==> src/rtl/lt24_pkg.sv <==
// Shared types and constants for the LT24 8080-style LCD write controller.
// Register map, control/status bit positions and the strobe FSM state encoding.
package lt24_pkg;

  typedef enum logic [1:0] {
    ST_IDLE,
    ST_SETUP,
    ST_WRL,
    ST_WRH
  } lt24_state_e;

  localparam logic [1:0] ADDR_CMD  = 2'd0;
  localparam logic [1:0] ADDR_DATA = 2'd1;
  localparam logic [1:0] ADDR_CTRL = 2'd2;
  localparam logic [1:0] ADDR_FILL = 2'd3;

  localparam int CTRL_LCD_RESET = 0;
  localparam int CTRL_IRQ_EN    = 1;
  localparam int CTRL_IRQ_CLEAR = 2;

  localparam int STAT_BUSY      = 16;
  localparam int STAT_FILL      = 17;
  localparam int STAT_IRQ_EN    = 18;
  localparam int STAT_IRQ       = 19;
  localparam int STAT_LCD_RESET = 20;

  // Phase timer width; each strobe phase may last up to 256 cycles.
  localparam int TIMER_W = 8;

  function automatic logic [TIMER_W-1:0] last_tick(input int cycles);
    return TIMER_W'(cycles - 1);
  endfunction

endpackage

==> src/rtl/lt24_lcd_writer_if.sv <==
// Avalon-MM slave bundle for the LT24 writer: the host drives the master side,
// the controller implements the slave side.
interface lt24_lcd_writer_if;
  logic [1:0]  address;
  logic        write;
  logic [31:0] writedata;
  logic        read;
  logic [31:0] readdata;
  logic        waitrequest;

  modport master (
    output address, write, writedata, read,
    input  readdata, waitrequest
  );

  modport slave (
    input  address, write, writedata, read,
    output readdata, waitrequest
  );
endinterface

==> src/rtl/lt24_fifo.sv <==
// Synchronous show-ahead FIFO with full/empty flags and an occupancy count.
// Push while full and pop while empty are ignored.
module lt24_fifo #(
  parameter  int WIDTH = 17,
  parameter  int DEPTH = 16,
  localparam int AW    = $clog2(DEPTH),
  localparam int LW    = AW + 1
) (
  input  logic             clk,
  input  logic             reset_n,
  input  logic             push,
  input  logic [WIDTH-1:0] push_data,
  input  logic             pop,
  output logic [WIDTH-1:0] pop_data,
  output logic             full,
  output logic             empty,
  output logic [LW-1:0]    level
);

  logic [WIDTH-1:0] mem [DEPTH];
  logic [AW-1:0]    wr_ptr;
  logic [AW-1:0]    rd_ptr;
  logic             do_push;
  logic             do_pop;

  assign full     = (level == LW'(DEPTH));
  assign empty    = (level == '0);
  assign do_push  = push && !full;
  assign do_pop   = pop && !empty;
  assign pop_data = mem[rd_ptr];

  // NOTE: the storage array has no reset; entries are only ever read behind the
  // level count, and a reset-free array can map onto block/distributed RAM.
  always_ff @(posedge clk) begin
    if (do_push) mem[wr_ptr] <= push_data;
  end

  // NOTE: sequential state uses non-blocking assignments so every flop samples
  // its inputs from before the edge, independent of statement order.
  always_ff @(posedge clk or negedge reset_n) begin
    if (!reset_n) begin
      wr_ptr <= '0;
      rd_ptr <= '0;
      level  <= '0;
    end else begin
      if (do_push) wr_ptr <= wr_ptr + 1'b1;
      if (do_pop)  rd_ptr <= rd_ptr + 1'b1;
      if (do_push && !do_pop)      level <= level + 1'b1;
      else if (do_pop && !do_push) level <= level - 1'b1;
    end
  end

endmodule

==> src/rtl/lt24_lcd_writer.sv <==
// Write-only Avalon-MM controller for the LT24 8080 parallel LCD bus: command/data
// FIFO, programmable strobe timing, hardware pixel-fill repeat, panel reset and done IRQ.
module lt24_lcd_writer
  import lt24_pkg::*;
#(
  parameter int DATA_W     = 16,
  parameter int FIFO_DEPTH = 16,
  parameter int T_SETUP    = 1,
  parameter int T_WRL      = 2,
  parameter int T_WRH      = 2,
  parameter int REPEAT_W   = 17
) (
  input  logic              clk,
  input  logic              reset_n,
  lt24_lcd_writer_if.slave  avs,
  output logic              lt24_cs,
  output logic              lt24_rd,
  output logic              lt24_wr,
  output logic              lt24_rs,
  output logic [DATA_W-1:0] lt24_data,
  output logic              lcd_reset_n,
  output logic              irq
);

  localparam int WORD_W  = DATA_W + 1;
  localparam int LEVEL_W = $clog2(FIFO_DEPTH) + 1;
  localparam logic [TIMER_W-1:0] SETUP_LAST = last_tick(T_SETUP);
  localparam logic [TIMER_W-1:0] WRL_LAST   = last_tick(T_WRL);
  localparam logic [TIMER_W-1:0] WRH_LAST   = last_tick(T_WRH);

  lt24_state_e          state;
  logic [TIMER_W-1:0]   timer;
  logic [REPEAT_W-1:0]  fill_count;
  logic [DATA_W-1:0]    last_word;
  logic [DATA_W-1:0]    next_data;
  logic                 next_rs;
  logic                 cur_fill;
  logic                 irq_en;
  logic                 irq_flag;
  logic [31:0]          status;

  logic                 fifo_push;
  logic                 fifo_pop;
  logic                 fifo_full;
  logic                 fifo_empty;
  logic [WORD_W-1:0]    fifo_word;
  logic [LEVEL_W-1:0]   fifo_level;

  logic wr_queue, wr_ctrl, wr_fill;
  logic fill_ready, fill_accept, fill_pending;
  logic next_ready, phase_done, start_word, done_evt;

  // Address decode and stall rules
  assign wr_queue     = avs.write && !avs.address[1];
  assign wr_ctrl      = avs.write && (avs.address == ADDR_CTRL);
  assign wr_fill      = avs.write && (avs.address == ADDR_FILL);
  assign fill_pending = (fill_count != '0);
  assign fill_ready   = fifo_empty && (state == ST_IDLE) && !fill_pending;
  assign fill_accept  = wr_fill && fill_ready;
  assign fifo_push    = wr_queue && !fifo_full;

  assign avs.waitrequest = (wr_queue && fifo_full) || (wr_fill && !fill_ready);

  lt24_fifo #(
    .WIDTH (WORD_W),
    .DEPTH (FIFO_DEPTH)
  ) u_fifo (
    .clk       (clk),
    .reset_n   (reset_n),
    .push      (fifo_push),
    .push_data ({avs.address[0], avs.writedata[DATA_W-1:0]}),
    .pop       (fifo_pop),
    .pop_data  (fifo_word),
    .full      (fifo_full),
    .empty     (fifo_empty),
    .level     (fifo_level)
  );

  // A pending fill outranks queued words, so queued writes go out after it.
  always_comb begin
    // NOTE: every always_comb output gets a default first so no path leaves it
    // unassigned, which would otherwise infer a latch.
    phase_done = 1'b0;
    next_rs    = fifo_word[DATA_W];
    next_data  = fifo_word[DATA_W-1:0];
    if (fill_pending) begin
      next_rs   = 1'b1;
      next_data = last_word;
    end
    case (state)
      ST_SETUP: phase_done = (timer == SETUP_LAST);
      ST_WRL:   phase_done = (timer == WRL_LAST);
      ST_WRH:   phase_done = (timer == WRH_LAST);
      default:  phase_done = 1'b0;
    endcase
  end

  assign next_ready = fill_pending || !fifo_empty;
  assign start_word = next_ready &&
                      ((state == ST_IDLE) || ((state == ST_WRH) && phase_done));
  assign fifo_pop   = start_word && !fill_pending;
  assign done_evt   = (state == ST_WRH) && phase_done && !next_ready;

  always_ff @(posedge clk or negedge reset_n) begin
    if (!reset_n) begin
      state     <= ST_IDLE;
      timer     <= '0;
      lt24_cs   <= 1'b1;
      lt24_wr   <= 1'b1;
      lt24_rs   <= 1'b0;
      lt24_data <= '0;
      last_word <= '0;
      cur_fill  <= 1'b0;
    end else begin
      timer <= (phase_done || state == ST_IDLE) ? '0 : timer + 1'b1;
      if (start_word) begin
        lt24_data <= next_data;
        lt24_rs   <= next_rs;
        cur_fill  <= fill_pending;
        if (!fill_pending && next_rs) last_word <= next_data;
      end
      case (state)
        ST_IDLE: begin
          if (start_word) begin
            state   <= ST_SETUP;
            lt24_cs <= 1'b0;
          end
        end
        ST_SETUP: begin
          if (phase_done) begin
            state   <= ST_WRL;
            lt24_wr <= 1'b0;
          end
        end
        ST_WRL: begin
          if (phase_done) begin
            state   <= ST_WRH;
            lt24_wr <= 1'b1;
          end
        end
        ST_WRH: begin
          // Back-to-back words keep cs low across the word boundary.
          if (phase_done) begin
            if (start_word) begin
              state <= ST_SETUP;
            end else begin
              state    <= ST_IDLE;
              lt24_cs  <= 1'b1;
              cur_fill <= 1'b0;
            end
          end
        end
        default: state <= ST_IDLE;
      endcase
    end
  end

  always_ff @(posedge clk or negedge reset_n) begin
    if (!reset_n) begin
      fill_count <= '0;
    end else if (fill_accept) begin
      fill_count <= avs.writedata[REPEAT_W-1:0];
    end else if (start_word && fill_pending) begin
      fill_count <= fill_count - 1'b1;
    end
  end

  // A clear written in the same cycle as a done event wins.
  always_ff @(posedge clk or negedge reset_n) begin
    if (!reset_n) begin
      lcd_reset_n <= 1'b0;
      irq_en      <= 1'b0;
      irq_flag    <= 1'b0;
    end else begin
      if (wr_ctrl) begin
        lcd_reset_n <= avs.writedata[CTRL_LCD_RESET];
        irq_en      <= avs.writedata[CTRL_IRQ_EN];
      end
      if (wr_ctrl && avs.writedata[CTRL_IRQ_CLEAR]) irq_flag <= 1'b0;
      else if (done_evt)                             irq_flag <= 1'b1;
    end
  end

  assign irq     = irq_flag && irq_en;
  assign lt24_rd = 1'b1;

  always_comb begin
    status                 = '0;
    status[15:0]           = 16'(fifo_level);
    status[STAT_BUSY]      = (state != ST_IDLE);
    status[STAT_FILL]      = fill_pending || cur_fill;
    status[STAT_IRQ_EN]    = irq_en;
    status[STAT_IRQ]       = irq_flag;
    status[STAT_LCD_RESET] = lcd_reset_n;
  end

  always_ff @(posedge clk or negedge reset_n) begin
    if (!reset_n) begin
      avs.readdata <= '0;
    end else if (avs.read && avs.address == ADDR_CTRL) begin
      avs.readdata <= status;
    end else begin
      avs.readdata <= '0;
    end
  end

endmodule

==> src/flat_wrapper.sv <==
// flat-port wrapper written by rule: the top's interface ports become plain ports
module lt24_lcd_writer_flat import lt24_pkg::*;
#(
  parameter int DATA_W     = 16,
  parameter int FIFO_DEPTH = 16,
  parameter int T_SETUP    = 1,
  parameter int T_WRL      = 2,
  parameter int T_WRH      = 2,
  parameter int REPEAT_W   = 17
)
  (clk, reset_n, lt24_cs, lt24_rd, lt24_wr, lt24_rs, lt24_data, lcd_reset_n, irq, avs_address, avs_write, avs_writedata, avs_read, avs_readdata, avs_waitrequest);
  lt24_lcd_writer_if avs_i ();
  input  logic clk;
  input  logic reset_n;
  output logic lt24_cs;
  output logic lt24_rd;
  output logic lt24_wr;
  output logic lt24_rs;
  output logic [DATA_W-1:0] lt24_data;
  output logic lcd_reset_n;
  output logic irq;
  input wire logic [$bits(avs_i.address)-1:0] avs_address;
  input wire logic [$bits(avs_i.write)-1:0] avs_write;
  input wire logic [$bits(avs_i.writedata)-1:0] avs_writedata;
  input wire logic [$bits(avs_i.read)-1:0] avs_read;
  output wire logic [$bits(avs_i.readdata)-1:0] avs_readdata;
  output wire logic [$bits(avs_i.waitrequest)-1:0] avs_waitrequest;
  assign avs_i.address = avs_address;
  assign avs_i.write = avs_write;
  assign avs_i.writedata = avs_writedata;
  assign avs_i.read = avs_read;
  assign avs_readdata = avs_i.readdata;
  assign avs_waitrequest = avs_i.waitrequest;
  lt24_lcd_writer #(.DATA_W(DATA_W), .FIFO_DEPTH(FIFO_DEPTH), .T_SETUP(T_SETUP), .T_WRL(T_WRL), .T_WRH(T_WRH), .REPEAT_W(REPEAT_W)) u_core (.clk(clk), .reset_n(reset_n), .avs(avs_i), .lt24_cs(lt24_cs), .lt24_rd(lt24_rd), .lt24_wr(lt24_wr), .lt24_rs(lt24_rs), .lt24_data(lt24_data), .lcd_reset_n(lcd_reset_n), .irq(irq));
endmodule
==> config.mk <==
export PLATFORM = sky130hd
export DESIGN_NAME = lt24_lcd_writer_flat
export DESIGN_NICKNAME = d
export VERILOG_FILES = /design/src/rtl/lt24_pkg.sv /design/src/rtl/lt24_lcd_writer_if.sv /design/src/rtl/lt24_fifo.sv /design/src/rtl/lt24_lcd_writer.sv /design/src/flat_wrapper.sv
export SDC_FILE = /design/constraint.sdc
export NUM_CORES = 1
export LEC_CHECK = 0
export CAP_MARGIN = 10
export CORE_AREA = 5 5 188 190
export DETAILED_ROUTE_END_ITERATION = 7
export DIE_AREA = 0 0 193 195
export GPL_TIMING_DRIVEN = 0
export HOLD_SLACK_MARGIN = 0.12
export MAX_ROUTING_LAYER = met4
export PLACE_DENSITY_LB_ADDON = 0.12
export SLEW_MARGIN = 0
export SYNTH_ARGS = -nofsm -noshare
export SYNTH_HDL_FRONTEND = slang
export SYNTH_SLANG_ARGS = --single-unit
==> constraint.sdc <==
create_clock -name clk -period 4.45 [get_ports clk]
set_input_delay 1.1125 -clock clk [delete_from_list [all_inputs] [get_ports clk]]
set_output_delay 1.1125 -clock clk [all_outputs]
set_load 0.005 [all_outputs]
Word level (Yosys, flattened, before mapping). Memories as Yosys holds them, arrays and structs flattened. Index checks and enable logic that the tools add are counted.

Register bits after elaboration: 100. Bits in latches: 0. Bits in writable memories: 272. Bits in read-only memories: 0. Output and inout port bits: 55. Memories kept: 1.

Add/subtract/negate cells: 6. $mul: 0. Div/mod/pow operators: 0. Order comparisons: 0. Equal/unequal tests: 12. Shifts and indexed selects: 0. Mux-type cells: 30. Bitwise logic cells: 0. Reductions and logical operators: 50.

Memories: u_core.u_fifo.mem (depth 16, width 17, read ports 1, clocked after Yosys merged registers in 0, write ports 1, RTL line lt24_fifo.sv:20) `logic [WIDTH-1:0] mem [DEPTH];`.

Operators by type and width (number): $mux W17 (2); $logic_and A1 B1 Y1 (22); $mux W21 (1); $reduce_bool A17 Y1 (1); $sub A17 B1 Y17 const B (1); $mux W16 (1); $mux W1 (15); $reduce_bool A2 Y1 (6); $mux W5 (2); $add A4 B1 Y4 const B (2); $add A8 B1 Y8 const B (1); $eq A2 B2 Y1 const B (4); $eq A8 B1 Y1 const B (1); $logic_not A1 Y1 (8); $logic_not A8 Y1 (1); $mux W2 (4); $mux W8 (1); $ne A2 B1 Y1 const B (4); $pmux W2 S4 (1); $reduce_and A4 Y1 (2); $pmux W1 S2 (3); $add A5 B1 Y5 const B (1); $eq A5 B5 Y1 const B (1); $logic_not A5 Y1 (1); other kinds (8) (12).

Longest topological paths before layout.
Depth in word-level cells: 11. Gate-level depth with buffers: 13.

Hierarchy. A second synthesis with hierarchy kept.

Cell total of the unflattened synthesis: 938. Area, all modules: 15102.0 um^2.

Modules (own cells, without submodules): lt24_fifo (times used 1, cells an instance 580, area each 11250.8 um^2); lt24_lcd_writer (times used 1, cells an instance 358, area each 3851.2 um^2).

Least setup slack after synthesis. OpenSTA, ideal clock, no wires.

Path type: flip-flop to flip-flop. Start point: register u_core.fill_count[11]. End point: register u_core.u_fifo.level[4]. Data arrival time: 3.042 ns. Required time: 4.325 ns. Slack: 1.282 ns. Stages on the path, launching flop included: 14. Clock period less this slack: 3.168 ns. Cells stage by stage: dfrtp_1 or3_4 or3_1 buf_6 nor2_2 nand3_1 ha_1 inv_1 ha_1 a21o_1 a21oi_1 xnor2_1 nor2_1 xor2_1.

Cells in the longest elaborated chain, start to end: 8.

Ends and longest elaborated chain: start: declaration (RTL line lt24_lcd_writer.sv:33) `logic [REPEAT_W-1:0] fill_count;`; start signal: assignment (RTL line lt24_lcd_writer.sv:162) `fill_count <= avs.writedata[REPEAT_W-1:0];`; start signal: assignment (RTL line lt24_lcd_writer.sv:164) `fill_count <= fill_count - 1'b1;`; $reduce_bool A17 Y1 (*) (RTL line lt24_lcd_writer.sv:57) `assign fill_pending = (fill_count != '0);`; $logic_or A1 B1 Y1 (RTL line lt24_lcd_writer.sv:98) `assign next_ready = fill_pending || !fifo_empty;`; $logic_and A1 B1 Y1 (RTL line lt24_lcd_writer.sv:99) `assign start_word = next_ready &&`; $logic_and A1 B1 Y1 (*) (RTL line lt24_lcd_writer.sv:101) `assign fifo_pop = start_word && !fill_pending;`; $logic_and A1 B1 Y1 (*) (RTL line lt24_fifo.sv:29) `assign do_pop = pop && !empty;`; $logic_not A1 Y1 (RTL line lt24_fifo.sv:48) `if (do_push && !do_pop) level <= level + 1'b1;`; $logic_and A1 B1 Y1 (RTL line lt24_fifo.sv:48); $mux W5 / $reduce_bool A2 Y1 (equally long branches); end signal: assignment (RTL line lt24_fifo.sv:48); end signal: assignment (RTL line lt24_fifo.sv:49) `else if (do_pop && !do_push) level <= level - 1'b1;`; end: declaration (RTL line lt24_fifo.sv:17) `output logic [LW-1:0] level`.

Mark *: on every way between the ends. The rest lies on a longest branch, timed or not. A chain may end at the register's enable or synchronous reset.

Worst setup path in the final report.
Start point: register u_core.fill_count[5]. End point: output avs_waitrequest.

Cells in the longest elaborated chain, start to end: 6.

Ends and longest elaborated chain: $reduce_bool A17 Y1 (RTL line lt24_lcd_writer.sv:57); $logic_not A1 Y1 (RTL line lt24_lcd_writer.sv:58) `assign fill_ready = fifo_empty && (state == ST_IDLE) && !fill_pending;`; $logic_and A1 B1 Y1 (RTL line lt24_lcd_writer.sv:58); $logic_not A1 Y1 (RTL line lt24_lcd_writer.sv:62) `assign avs.waitrequest = (wr_queue && fifo_full) || (wr_fill && !fill_ready);`; $logic_and A1 B1 Y1 (RTL line lt24_lcd_writer.sv:62); $logic_or A1 B1 Y1 (RTL line lt24_lcd_writer.sv:62); end: declaration (RTL line flat_wrapper.sv:27) `output wire logic [$bits(avs_i.waitrequest)-1:0] avs_waitrequest;`.

Every way passes these cells.

==> run_results.csv <==
group,metric,value,unit
routing,vias,7860,
worst_setup_path,endpoint,"avs_waitrequest",
finish,layout_common_cells,"272 x edfxtp_1, 87 x dfrtp_1, 68 x mux4_2",
finish,antenna_cells,0,
worst_setup_path,cp-end-kind,"output port",
routing,routed_wl,32550,um
worst_setup_path,path_max_fanout,6,
clock_network,clkTransAtPathRegs,60,ps
clock_network,cts.sinks,361,
synth,avgSynthCellArea,16.91,um2
routing,route.detailed.drc,0,
synth,ys.flop_type,"edfxtp_1",
clock_network,cts_resized,1,
clock_network,cts_buffers,40,
sta,max_freq,238.3,MHz
worst_setup_path,critPathRequiredTime,3340,ps
pwr,finalPower,7.671,mW
clock_network,tritoncts,"done",
place,dp_cells,1399,
place,dpl_cell_area,16000,um2
place,port_buffers,54,
floorplan,fp.dieH,195,um
global_routing,antenna_found_initial,0,
pwr,cellPowerDensity,443.0,nW/um2
floorplan,pin_count,93,
routing,wl_per_cell,22.11,um
finish,area_growth,17.06,%
synth,yosysUniqueCellTypes,59,
synth,synth-edff-count,272,
clock_network,postCtsSetupBuffers,0,
global_routing,grt.total_usage,18.10,%
clock_network,ctsHoldBuffers,0,
worst_setup_path,timing.reg2reg.setup_slack,510,ps
floorplan,core,33280,um2
global_routing,grt_pass1_wl,50180,um
synth,yosysWarnings,0,
finish,drive_gt1_share,19.53,%
place,finalWeightedCongestion,0.8230,
finish,fin_cells,1472,
finish,fin_area,17320,um2
clock_network,htreeDepth,2,
floorplan,die_w,193,um
synth,ys_ff_latch,361,
worst_setup_path,worstSetupStartpointType,"register",
clock_network,cts-root-buf,"clkbuf_16",
synth,yosysSeqAreaShare,70.29,%
worst_setup_path,slowest_delay,460,ps
finish,layout.nets,1050,
pwr,power.leakage,6.180,nW
worst_setup_path,worst_r2r_path_depth,12,
sta,fin_hold_ws,507.8,ps
outcome,status,"finished, final reports clean",
job,drv_cap,0,
global_routing,use_met3,2.393,%
sta,hold_violations,0,
sta,rsz0062_at_grt,"no",
global_routing,grt_pass1_vias,8174,
sta,min_period,4196,ps
sta,worst_pin_slew,1185,ps
routing,viasPerCell,5.340,
floorplan,start_util,44.45,%
floorplan,die_area,37640,um2
floorplan,row_count,67,
worst_setup_path,cp-startpoint,"u_core.fill_count[5]",
sta,clock_skew,11.41,ps
worst_setup_path,r2r-end,"u_core.u_fifo.level[4]",
sta,relSlewSlack,20.98,%
clock_network,clock_latency,520,ps
worst_setup_path,r2r_start,"u_core.fill_count[5]",
pwr,ir_worst_vdd,0.0003490,V
sta,period_share,94.30,%
synth,async_flop_share,24.65,%
worst_setup_path,cp.arrival,3080,ps
global_routing,grt_overflow_total,0,
global_routing,met2_usage,26.91,%
worst_setup_path,worstSetupPathType,"reg2out",
worst_setup_path,cp_slowest_cell,"nor3_1",
global_routing,met1_usage,26.80,%
sta,slew_violations,0,
routing,drt_pass1_iterations,5,
routing,final_antenna_net_count,0,
place,dpl.hpwl,20850,um
finish,layout_commonest_cell,"edfxtp_1",
routing,drt_iter0_drc,598,
global_routing,grt-busiest-layer,"met2",
synth,netlist_area,14790,um2
clock_network,cts_buffer_depth,3,
sta,setup_viol,0,
hold_path,worstHoldPathType,"reg2reg",
worst_setup_path,cp_cell_sequence,"nor3_1 -> nand4_1 -> nor3_2 -> nand2_1 -> a31oi_1 -> nor2b_1 -> clkdlybuf4s50_1",
global_routing,grt_max_degree,61,
synth,netlist_instances,875,
==> cells in the mapped netlist, drive strengths merged, types with 12 or more instances <==
cell type,count,area [um2]
and3,12,75.07
nand2,52,202.7
nor3,12,71.32
o21ai,19,98.85
ha,18,225.2
a22oi,36,270.3
mux2,20,262.8
dfrtp,87,2177
clkbuf,22,82.58
and2,20,125.1
mux4,68,1531
buf,39,265.3
o22ai,16,100.1
a21oi,31,155.2
inv,15,56.30
edfxtp,272,8168
nor2,47,178.9
xnor2,15,131.4
==> area by class of cell <==
cell class	instances	area [um2]
flip-flops and latches	361	10400
inverters	15	56.30
multi-input cells	459	4075
clock inverters	25	261.5
plain buffers	61	347.8
clock buffers	48	1052
fillers	2742	15960
well taps	448	560.5
repair buffers	55	565.5
==> through the flow <==
stage	setup TNS (ps)	setup WS [ps]	util, %
after floorplan	0	1282	-
after global placement	-115720	-1346	47.99
after detailed placement	0	310.2	48.07
after CTS	0	211.4	52.03
after global routing	0	11.00	52.03
final	0	253.5	52.03
==> power breakdown <==
| part | switching [mW] | internal (mW) |
|---|---|---|
| Combinational | 0.290 | 0.189 |
| Sequential | 0.0813 | 3.81 |
| Clock | 1.31 | 1.99 |
| Total | 1.68 | 5.99 |
==> metal layers <==
layer | vias to the layer above | share of wire, % | routed length, um
met4 | 0 | 2.0 | 666
met2 | 185 | 47 | 15300
met5 | - | 0 | 0
li1 | 3595 | - | -
met1 | 4036 | 47 | 15170
met3 | 44 | 4.3 | 1413
==> how the worst min path moves through the flow <==
stage          depth (start not counted)                    end                  start
4_1_cts                                1    u_core.last_word[4]    u_core.last_word[4]
2_1_floorplan                          2  u_core.fill_count[13]  u_core.fill_count[13]
3_3_place_gp                           1    u_core.last_word[0]    u_core.last_word[0]
3_5_place_dp                           2  u_core.fill_count[15]  u_core.fill_count[15]
6_report                               2         u_core.lt24_cs         u_core.lt24_cs
5_1_grt                                1    u_core.last_word[9]    u_core.last_word[9]
==> flip-flops by register name, indices dropped and copies added, names as in the netlist <==
signal / cells
u_core.u_fifo.mem: 272
u_core.fill_count: 17
u_core.last_word: 16
u_core.lt24_data: 16
u_core.avs.readdata: 10
u_core.timer: 8
u_core.u_fifo.level: 5
u_core.u_fifo.rd_ptr: 4
u_core.u_fifo.wr_ptr: 4
u_core.state: 2
u_core.cur_fill: 1
u_core.irq_en: 1
u_core.irq_flag: 1
u_core.lcd_reset_n: 1
u_core.lt24_cs: 1
u_core.lt24_rs: 1
u_core.lt24_wr: 1
==> worst max-delay path: cells and delay by family (launching register included) <==
kind | cells | cell delay [ps]
AND/OR/NAND/NOR | 5 | 1500
AO/OA/AOI/OAI | 1 | 180
flip-flops | 1 | 430
buffers and inverters | 1 | 460
==> cells by family (layout without fill, tap and decap cells) <==
logic type	Yosys count	count (layout)	synth area share (%)
AO/OA/AOI/OAI	122	122	5.430
XOR/XNOR	21	21	1.243
adder cells (fa/ha/maj)	19	19	1.658
buffers and inverters	76	204	2.732
flip-flops	361	361	70.29
multiplexers	88	88	12.13
other	2	23	0.05077
AND/OR/NAND/NOR	186	186	6.470
Power figures use the tool's default switching activity.
